**src/rtl/alu_issue_ctrl.sv**
```systemverilog
// Issue/collect front-end for the 16-bit registered ALU: tagged requests in, in-order tagged results out.
// Optional ALU_ISSUE_PERF_EN adds perf_issued / perf_div0 event counters.
module alu_issue_ctrl #(
   parameter int CELL_SIZE = 16,
   parameter int TAG_W     = 4,
   parameter int DEPTH     = 4
) (
   input  logic                 clk,
   input  logic                 reset_n,
   input  logic                 req_valid,
   output logic                 req_ready,
   input  logic [2:0]           req_op,
   input  logic [CELL_SIZE-1:0] req_lhs,
   input  logic [CELL_SIZE-1:0] req_rhs,
   input  logic [TAG_W-1:0]     req_tag,
   output logic [2:0]           alu_op,
   output logic [CELL_SIZE-1:0] alu_lhs,
   output logic [CELL_SIZE-1:0] alu_rhs,
   input  logic [CELL_SIZE-1:0] alu_result,
   output logic                 rsp_valid,
   input  logic                 rsp_ready,
   output logic [CELL_SIZE-1:0] rsp_result,
   output logic [TAG_W-1:0]     rsp_tag,
   output logic                 rsp_err
`ifdef ALU_ISSUE_PERF_EN
   ,
   output logic [31:0]          perf_issued,
   output logic [15:0]          perf_div0
`endif
);

   localparam int PTR_W = $clog2(DEPTH);
   localparam int CNT_W = PTR_W + 1;

   // Handshakes: a transfer happens at a rising edge where valid && ready are both high;
   // ready never depends combinationally on valid, and a held valid keeps its payload stable.

   logic [2:0]           alu_op_q, alu_op_d;
   logic [CELL_SIZE-1:0] alu_lhs_q, alu_lhs_d;
   logic [CELL_SIZE-1:0] alu_rhs_q, alu_rhs_d;
   logic                 s1_valid_q, s1_valid_d;
   logic [TAG_W-1:0]     s1_tag_q, s1_tag_d;
   logic                 s1_err_q, s1_err_d;
   logic                 s2_valid_q, s2_valid_d;
   logic [TAG_W-1:0]     s2_tag_q, s2_tag_d;
   logic                 s2_err_q, s2_err_d;
   logic [PTR_W-1:0]     wr_ptr_q, wr_ptr_d;
   logic [PTR_W-1:0]     rd_ptr_q, rd_ptr_d;
   logic [CNT_W-1:0]     count_q, count_d;
   logic [CELL_SIZE-1:0] mem_res_q [DEPTH];
   logic [CELL_SIZE-1:0] mem_res_d [DEPTH];
   logic [TAG_W-1:0]     mem_tag_q [DEPTH];
   logic [TAG_W-1:0]     mem_tag_d [DEPTH];
   logic                 mem_err_q [DEPTH];
   logic                 mem_err_d [DEPTH];
`ifdef ALU_ISSUE_PERF_EN
   logic [31:0]          perf_issued_q, perf_issued_d;
   logic [15:0]          perf_div0_q, perf_div0_d;
`endif

   logic [CNT_W:0] reserved;
   logic           accept;
   logic           push;
   logic           pop;
   logic           req_div0;

   // Credits cover FIFO entries plus both in-flight stages, so a push always finds room.
   assign reserved  = {1'b0, count_q} + (CNT_W+1)'(s1_valid_q) + (CNT_W+1)'(s2_valid_q);
   assign req_ready = reserved < (CNT_W+1)'(DEPTH);
   assign accept    = req_valid && req_ready;
   assign push      = s2_valid_q;
   assign pop       = rsp_valid && rsp_ready;
   assign req_div0  = ((req_op == 3'b011) || (req_op == 3'b100)) && (req_rhs == '0);

   always_comb begin
      alu_op_d   = alu_op_q;
      alu_lhs_d  = alu_lhs_q;
      alu_rhs_d  = alu_rhs_q;
      s1_valid_d = accept;
      s1_tag_d   = s1_tag_q;
      s1_err_d   = s1_err_q;
      s2_valid_d = s1_valid_q;
      s2_tag_d   = s1_tag_q;
      s2_err_d   = s1_err_q;
      wr_ptr_d   = wr_ptr_q;
      rd_ptr_d   = rd_ptr_q;
      count_d    = count_q;
      mem_res_d  = mem_res_q;
      mem_tag_d  = mem_tag_q;
      mem_err_d  = mem_err_q;
`ifdef ALU_ISSUE_PERF_EN
      perf_issued_d = perf_issued_q;
      perf_div0_d   = perf_div0_q;
`endif

      if (accept) begin
         alu_op_d  = req_op;
         alu_lhs_d = req_lhs;
         alu_rhs_d = req_rhs;
         s1_tag_d  = req_tag;
         s1_err_d  = req_div0;
`ifdef ALU_ISSUE_PERF_EN
         perf_issued_d = perf_issued_q + 32'd1;
         if (req_div0) perf_div0_d = perf_div0_q + 16'd1;
`endif
      end

      // The ALU result for a div/mod by zero is meaningless; store all-ones instead.
      if (push) begin
         mem_res_d[wr_ptr_q] = s2_err_q ? {CELL_SIZE{1'b1}} : alu_result;
         mem_tag_d[wr_ptr_q] = s2_tag_q;
         mem_err_d[wr_ptr_q] = s2_err_q;
         wr_ptr_d            = wr_ptr_q + PTR_W'(1);
      end

      if (pop) rd_ptr_d = rd_ptr_q + PTR_W'(1);

      case ({push, pop})
         2'b10:   count_d = count_q + CNT_W'(1);
         2'b01:   count_d = count_q - CNT_W'(1);
         default: count_d = count_q;
      endcase
   end

   always_ff @(posedge clk or negedge reset_n) begin
      if (!reset_n) begin
         alu_op_q   <= '0;
         alu_lhs_q  <= '0;
         alu_rhs_q  <= '0;
         s1_valid_q <= 1'b0;
         s1_tag_q   <= '0;
         s1_err_q   <= 1'b0;
         s2_valid_q <= 1'b0;
         s2_tag_q   <= '0;
         s2_err_q   <= 1'b0;
         wr_ptr_q   <= '0;
         rd_ptr_q   <= '0;
         count_q    <= '0;
         mem_res_q  <= '{default: '0};
         mem_tag_q  <= '{default: '0};
         mem_err_q  <= '{default: 1'b0};
`ifdef ALU_ISSUE_PERF_EN
         perf_issued_q <= '0;
         perf_div0_q   <= '0;
`endif
      end else begin
         alu_op_q   <= alu_op_d;
         alu_lhs_q  <= alu_lhs_d;
         alu_rhs_q  <= alu_rhs_d;
         s1_valid_q <= s1_valid_d;
         s1_tag_q   <= s1_tag_d;
         s1_err_q   <= s1_err_d;
         s2_valid_q <= s2_valid_d;
         s2_tag_q   <= s2_tag_d;
         s2_err_q   <= s2_err_d;
         wr_ptr_q   <= wr_ptr_d;
         rd_ptr_q   <= rd_ptr_d;
         count_q    <= count_d;
         mem_res_q  <= mem_res_d;
         mem_tag_q  <= mem_tag_d;
         mem_err_q  <= mem_err_d;
`ifdef ALU_ISSUE_PERF_EN
         perf_issued_q <= perf_issued_d;
         perf_div0_q   <= perf_div0_d;
`endif
      end
   end

   assign alu_op     = alu_op_q;
   assign alu_lhs    = alu_lhs_q;
   assign alu_rhs    = alu_rhs_q;
   assign rsp_valid  = (count_q != '0);
   assign rsp_result = mem_res_q[rd_ptr_q];
   assign rsp_tag    = mem_tag_q[rd_ptr_q];
   assign rsp_err    = mem_err_q[rd_ptr_q];
`ifdef ALU_ISSUE_PERF_EN
   assign perf_issued = perf_issued_q;
   assign perf_div0   = perf_div0_q;
`endif

endmodule

```
**config.mk**
```make
export PLATFORM = sky130hd
export DESIGN_NAME = alu_issue_ctrl
export DESIGN_NICKNAME = d
export VERILOG_FILES = /design/src/rtl/alu_issue_ctrl.sv
export SDC_FILE = /design/constraint.sdc
export NUM_CORES = 1
export LEC_CHECK = 0
export CELL_PAD_IN_SITES_DETAIL_PLACEMENT = 1
export CELL_PAD_IN_SITES_GLOBAL_PLACEMENT = 1
export CORE_MARGIN = 10
export CORE_UTILIZATION = 44
export CTS_CLUSTER_SIZE = 20
export DETAILED_ROUTE_END_ITERATION = 8
export DONT_BUFFER_PORTS = 1
export GPL_TIMING_DRIVEN = 0
export PLACE_DENSITY_LB_ADDON = 0.25
export SETUP_SLACK_MARGIN = 0.5
export SYNTH_ARGS = -nofsm -noshare
export SYNTH_HDL_FRONTEND = slang
export SYNTH_SLANG_ARGS = --single-unit
```
**constraint.sdc**
```tcl
create_clock -name clk -period 2.45 [get_ports clk]
set_clock_uncertainty 0.1 [all_clocks]
set_input_delay 0.49 -clock clk [delete_from_list [all_inputs] [get_ports clk]]
set_output_delay 0.49 -clock clk [all_outputs]
set_load 0.005 [all_outputs]
```
== Yosys cells after proc, flatten, opt, wreduce, memory -nomap -nowiden ==
Index checks and enable logic that the tools add are counted.

* Input port bits: 59
* Bits in registers: 138

* Muxes and demuxes: 20
* Bitwise gates (word level): 2
* $add $sub $neg: 6
* Reductions and logical operators: 8
* Eq/ne operators: 4
* $lt $le $gt $ge: 4

{| class="wikitable"
|+ Operators by type and width
! cell !! number
|-
| $bwmux 64 || 1
|-
| $mux 16 || 4
|-
| $bmux 16 s2 || 1
|-
| $demux 16 s2 || 1
|-
| $bwmux 16 || 1
|-
| $logic_not 16->1 || 1
|-
| $mux 4 || 3
|-
| $bmux 4 s2 || 1
|-
| $demux 4 s2 || 1
|-
| $ge 3x3->1 const B || 2
|-
| $not 2->3 || 2
|-
| $pmux 3 s2 || 1
|-
| $add 2x1->2 const B || 2
|-
| $add 3x1->4 || 1
|-
| $add 4x1->4 || 1
|-
| $bwmux 4 || 1
|-
| $logic_and 1x1->1 || 4
|-
| $lt 4x3->1 const B || 1
|-
| $add 3x1->3 const B || 1
|-
| $eq 3x2->1 const B || 1
|-
| $eq 3x3->1 const B || 1
|-
| $lt 3x1->1 const B || 1
|-
| $mux 1 || 3
|-
| $reduce_bool 3->1 || 1
|-
| other kinds (7) || 7
|}

== Logic depth before layout (Yosys ltp) ==
Gate-level depths: netlist of the first run.

* Depth in word-level cells: 6
* Depth in mapped cells: 8
* Mapped depth without buffers: 7

== Worst setup path after synthesis of the first run ==
No wires, ideal clock.

* Kind: register to output
* Start point: register rd_ptr_q[0]
* End point: output port rsp_result[0]
* Cell stages (with the launch flop): 4
* Path slack: 584 ps
* Arrival: 1276 ps
* Data required time: 1860 ps
* Cell sequence: dfrtp_1 > buf_2 > buf_2 > mux4_2

* Word-level cells in the longest chain between the ends: 4

{| class="wikitable"
|+ RTL lines
! what !! line !! text
|-
| from (decl) || 48 || <nowiki>logic [PTR_W-1:0] rd_ptr_q, rd_ptr_d;</nowiki>
|-
| from (signal assigned) || 157 || <nowiki>rd_ptr_q <= rd_ptr_d;</nowiki>
|-
| $not 2->3 (not written as such) || 173 || <nowiki>assign rsp_result = mem_res_q[rd_ptr_q];</nowiki>
|-
| $bmux 16 s2 || 173 ||
|-
| $mux 16 (not written as such) (2 in series) || 173 ||
|-
| to (decl) || 22 || <nowiki>output logic [CELL_SIZE-1:0] rsp_result,</nowiki>
|}

No other way between the ends. The select of a mux whose other input is x is not followed.

== Worst setup path after layout of the first run ==
* Start point: register rd_ptr_q[0]
* End point: output port rsp_result[12]

Same word-level chain as after synthesis.

==> results of run 1 <==
## cells by family after synthesis
| logic type | Yosys count |
|---|---|
| flops | 138 |
| simple gates | 98 |
| mux | 81 |
| compound gates | 70 |
| buf+inv | 32 |
| fa+ha+maj | 7 |
| xor+xnor | 6 |
## state kept, by name, summed over array words and instances, names as in the netlist, 3 cells and up
register and count:
s2_tag_q 4, mem_err_q 4, s1_tag_q 4, mem_res_q 64, alu_op 3, count_q 3
mem_tag_q 16, alu_rhs 16, alu_lhs 16
## what timing repair did
| item | CTS | global route |
|---|---|---|
| cloned | 1 | 3 |
| buffers inserted | 6 | 1 |
| pin swaps | 2 | 2 |
| endpoints found under the setup margin | 70 | 87 |
| endpoints found under the hold margin | 138 | 138 |
| gates resized for setup | 24 | 20 |
## power by group
group          leakage, nW  total (mW)  internal (mW)  switching, mW
Clock                0.312        2.79           1.82          0.971
Combinational         1.22        3.55           2.03           1.52
Sequential            1.66        4.18           3.41          0.765
## placed cells by master, fill, tap and decap left out, types with 3 or more instances in the layout
cell and n:
buf_12 7, buf_4 7, bufinv_16 5, clkbuf_1 3, clkbuf_16 20, clkbuf_2 12
clkinv_2 5, dfrtp_1 136, ha_1 4, inv_1 7, mux2_2 21, mux2_4 38
mux4_2 21, nand2_1 70, nor2_1 17, nor4_1 4, o21ai_0 65, xor2_1 4
## Yosys cell counts (all sizes together)
cell type | count | area share [%]
o22ai | 1 | 0.11
nand3 | 1 | 0.085
xnor2 | 2 | 0.30
xor2 | 4 | 0.60
and4 | 1 | 0.15
mux2 | 59 | 14
clkbuf | 14 | 0.90
o21ai | 65 | 5.6
buf | 11 | 2.1
ha | 6 | 1.3
inv | 7 | 0.45
dfrtp | 138 | 59
fa | 1 | 0.34
nor2 | 17 | 1.1
and3 | 1 | 0.11
a21oi | 1 | 0.085
nor4 | 4 | 0.43
and2 | 1 | 0.13
a31oi | 1 | 0.11
o31a | 1 | 0.17
nand2 | 71 | 4.6
a31o | 1 | 0.15
mux2i | 1 | 0.17
or3 | 1 | 0.13
nand2b | 1 | 0.11
mux4 | 21 | 8.1
## per-layer routing
layer | up-vias | wire length (um)
met5 | - | 0
met2 | 110 | 7420
met4 | 0 | 163
met3 | 16 | 1320
li1 | 1565 | -
met1 | 1900 | 6270
## path summary, 6_finish.rpt
check,endpoint,start,cells after the start,slack (ps)
setup / recovery,rsp_result[12],rd_ptr_q[0]$_DFFE_PN0P_,3,240
hold / removal,mem_res_q[58]$_DFFE_PN0P_,reset_n,0,-340
setup reg to reg,alu_rhs[1]$_DFFE_PN0P_,count_q[0]$_DFFE_PN0P_,7,540
hold reg to reg,s2_tag_q[3]$_DFF_PN0_,s1_tag_q[3]$_DFFE_PN0P_,0,280
max in group asynchronous,mem_tag_q[8]$_DFFE_PN0P_,reset_n,0,2380
min in group clk,alu_lhs[10]$_DFFE_PN0P_,req_lhs[10],1,110
## cell type report
| type | instances | area share [%] |
|---|---|---|
| inverter | 7 | 0.376 |
| timing repair buffer | 11 | 2.27 |
| sequential | 138 | 49.4 |
| clock inverter | 13 | 2.84 |
| multi-input combinational | 262 | 32.2 |
| tap | 176 | 3.15 |
| clock buffer | 19 | 6.33 |
| buffer | 25 | 3.38 |
## through the flow
| stage | setup WS, ps | hold slack, ps | cells |
|---|---|---|---|
| 2_1_floorplan | 584 | 94.4 | 432 |
| 3_3_place_gp | 397 | 99.8 | 608 |
| 3_5_place_dp | 381 | 98.9 | 608 |
| 4_1_cts | 219 | -356 | 647 |
| 5_1_grt | 160 | -361 | 651 |
| 6_report | 240 | -336 | 651 |
==> reports/results.ini, run 1 <==
[timing]
relSlewSlack_pct = 55.2
finalHoldViolCount = 138
whs_ps = -336
max_freq_mhz = 453
fin_crit_ps = 2210
min_period_over_period_pct = 90.2
worst_pin_slew_ps = 671
drv_slew = 0
setup-tns-final_ps = 0
setup_viol = 0
rsz0062_at_grt = true

[die]
initial_utilization_pct = 44.5
core-area_sq_um = 13100
die_h_um = 135
die_area_sq_um = 18300
fp.dieW_um = 135
num_io_pins = 117
placementRows = 42

[placement]
placed_area_sq_um = 6070
numPortBuffers = 0
gp_congestion = 0.763
place_hpwl_um = 9710

[clocking]
clockBufferDepth = 2
htree_levels = 4
cts_buffers = 17
clock_latency_ps = 420
cts.clk_slew.worst_paths_ps = 60
cts_root_buf = clkbuf_16
cts_tree = built
clock_sinks = 138

[cells_and_area]
final_area_sq_um = 6990
regArea_sq_um = 3460
final_core_util_pct = 53.2
multi_input_area_sq_um = 2250
drive_gt1_share_pct = 33.1
fillCellCount = 1307
nets = 528
syn_to_final_growth_pct = 19.5
num_antenna_cells = 0

[setup_path]
crit_path_top_delay_cell = mux4_2
critPathRequiredTime_ps = 1860
critical_path_peak_fanout = 5
max_stage_delay_ps = 520
arrival_ps = 1620
cp_top_family = multiplexers
startpoint_type = flop
cp.buffers_inverters = 2
crit_path_end_kind = output port
worst-setup-path-type = flop to output port
path_cells = buf_6 > clkbuf_16 > mux4_2

[route]
drc = 0
vias = 3591
first_pass_iters = 4
viasPerCell = 5.52
drt_iter0_drc = 221
wire_per_inst_um = 23.3
drtAntennaViolNets = 0
wl_um = 15200

[synthesis]
synthCells = 432
syn-mean-instance-area_sq_um = 13.5
synth.cell_area_sq_um = 5850
yosysWarnings = 0
synth_compound_area_share_pct = 6.18
ys_types = 31
yosys.area_share.simple_pct = 6.78
ys_ff_latch = 138
synth_xor_area_share_pct = 0.898
synth_top_family_by_area = multiplexers
synth_nets = 498
muxShareOfSynthArea_pct = 22.0
synthAdderAreaFrac_pct = 1.63
yosysSeqAreaShare_pct = 59.0

[global_route]
use_met3_pct = 7.86
overflow = 0
met2_usage_pct = 27.1
grt_usage_pct = 17.0
grt-busiest-layer = met2
grt_pass1_vias = 4176
grt_max_degree = 139
grt_pass1_wl_um = 23600
antenna_found_initial = 0
grt_util_met1_pct = 19.9

[job]
maxCapViolations = 0

[power_and_ir_drop]
ir_drop_mv = 0.678
power_mw = 10.5
powerDensity_nw_per_um2 = 1500
p_leak_nw = 3.20

[run_status]
outcome = finished with violations
violations = hold timing

[min_path]
hold_class = input pin to async pin

Note: power is estimated with default switching activity, not from simulation.
==> run 2: changes to the inputs <==
clock period = 2.1 ns   (was 2.45 ns; I/O delays follow)
==> reports/results.ini, run 2 (same netlist as run 1, synthesis figures left out) <==
[timing]
relSlewSlack_pct = 68.0
fin_crit_ps = 2160
setup_ws_ps = -55.5
setup_viol = 19
worst_pin_slew_ps = 481
max_freq_mhz = 464
min_period_over_period_pct = 103
rsz0062_at_grt = true
whs_ps = -408
finalHoldViolCount = 138
drv_slew = 0

[global_route]
grt_pass1_wl_um = 23600
antenna_found_initial = 0
grt_pass1_vias = 4117
grt_usage_pct = 17.1
overflow = 0
grt_max_degree = 139

[run_status]
outcome = finished with violations
violations = hold timing, setup timing

[cells_and_area]
final_area_sq_um = 7170
largest_reg_flops = 64
final_cell_mix = dfrtp_1 (136), nand2_1 (67), o21ai_0 (65), mux2_4 (39), mux4_2 (21)
num_antenna_cells = 0
largest_register = mem_res_q
drive_gt1_share_pct = 35.7
syn_to_final_growth_pct = 22.5
nets = 537
fillCellCount = 1275
mostFrequentLayoutCell = dfrtp_1

[clocking]
cts_root_buf = clkbuf_16
clock_sinks = 138
clock_latency_ps = 430
htree_levels = 4
cts_buffers = 17
cts.clk_slew.worst_paths_ps = 60
clockBufferDepth = 2
cts_tree = built

[die]
fp.dieW_um = 135
die_area_sq_um = 18300
die_h_um = 135
num_io_pins = 117
initial_utilization_pct = 44.5
placementRows = 42
core-area_sq_um = 13100

[route]
viasPerCell = 5.43
first_pass_iters = 4
drc = 0
vias = 3581
drtAntennaViolNets = 0
drt_iter0_drc = 158
wl_um = 15200
wire_per_inst_um = 23.0

[placement]
place_hpwl_um = 9650
gp_congestion = 0.763
numPortBuffers = 0
pre_cts_ws_ps = 11.6
placed_area_sq_um = 6120

[setup_path]
crit_path_end_kind = output port
rrSetupSlack_ps = 130
critPathRequiredTime_ps = 1580
startpoint_type = flop
worst-setup-path-type = flop to output port
arrival_ps = 1640
critical_path_peak_fanout = 6

[min_path]
hold_class = input pin to async pin

[power_and_ir_drop]
powerDensity_nw_per_um2 = 1690
p_leak_nw = 3.27
ir_drop_mv = 0.801

[job]
maxCapViolations = 0

run 2: cell types whose count changed in the layout (fill, tap and decap cells not counted), moves of 5 or more:
cell        previous run  this run
clkbuf_8               1         6
clkbuf_2              12         1
buf_16                 1         6
clkinvlp_4             2         7
buf_4                  7        12
clkbuf_4               0         6
bufinv_16              5         0
run 2: metal layers:
metal / track usage, % / up-vias / part of all wire, %
li1: - / 1588 / -
met1: 18.7 / 1860 / 38
met2: 29.3 / 122 / 52
met3: 7.42 / 11 / 9.1
met4: 5.14 / 0 / 0.82
met5: 0 / - / 0
run 2: final cells by class:
type,instances,area [sq um],share of cell area [%]
Sequential cell,138,3460,48.2
Multi-Input combinational cell,262,2300,32.1
Clock buffer,19,453,6.32
Timing Repair Buffer,20,312,4.35
Buffer,25,303,4.22
Tap cell,176,220,3.07
Clock inverter,13,97.6,1.36
Inverter,7,26.3,0.366
run 2: worst max-delay path, cell delays in order, from the launching register on:
cell	delay (ps)
dfrtp_1	350
buf_8	170
clkbuf_16	170
mux4_2	520
run 2: path summary, 6_finish.rpt:
kind                                              to  cells after the start                     from
max                                    rsp_result[7]                      3  rd_ptr_q[0]$_DFFE_PN0P_
min                        mem_res_q[62]$_DFFE_PN0P_                      0                  reset_n
max reg2reg                    alu_op[2]$_DFFE_PN0P_                      8   count_q[0]$_DFFE_PN0P_
min reg2reg                       s2_err_q$_DFF_PN0_                      0     s1_err_q$_DFFE_PN0P_
max in group asynchronous  mem_res_q[24]$_DFFE_PN0P_                      0                  reset_n
min in group clk              alu_rhs[3]$_DFFE_PN0P_                      1               req_rhs[3]
run 2: what timing repair did:
action                                  4_1_cts  5_1_grt
endpoints found under the setup margin      144      110
buffers inserted                             12        1
cloned                                        6        1
endpoints found under the hold margin       138      138
pin swaps                                     7        2
gates resized for setup                      55       14
run 2: metrics by stage:
step	util [%]	instances	hold slack [ps]	power, mW	TNS, ps
6_report	54.6	660	-408	12.1	-592
3_3_place_gp	46.6	608	29.8	8.40	0
5_1_grt	54.6	660	-427	12.9	-2060
2_1_floorplan	-	432	24.4	7.61	0
4_1_cts	54.1	658	-420	12.1	-871
3_5_place_dp	46.6	608	29.5	8.64	0
run 2: power breakdown:
group / total [mW] / switching, mW / internal [mW] / leakage, nW
Combinational: 4.51 / 1.85 / 2.66 / 1.36
Clock: 2.75 / 1.18 / 1.57 / 0.250
Sequential: 4.88 / 0.906 / 3.98 / 1.66
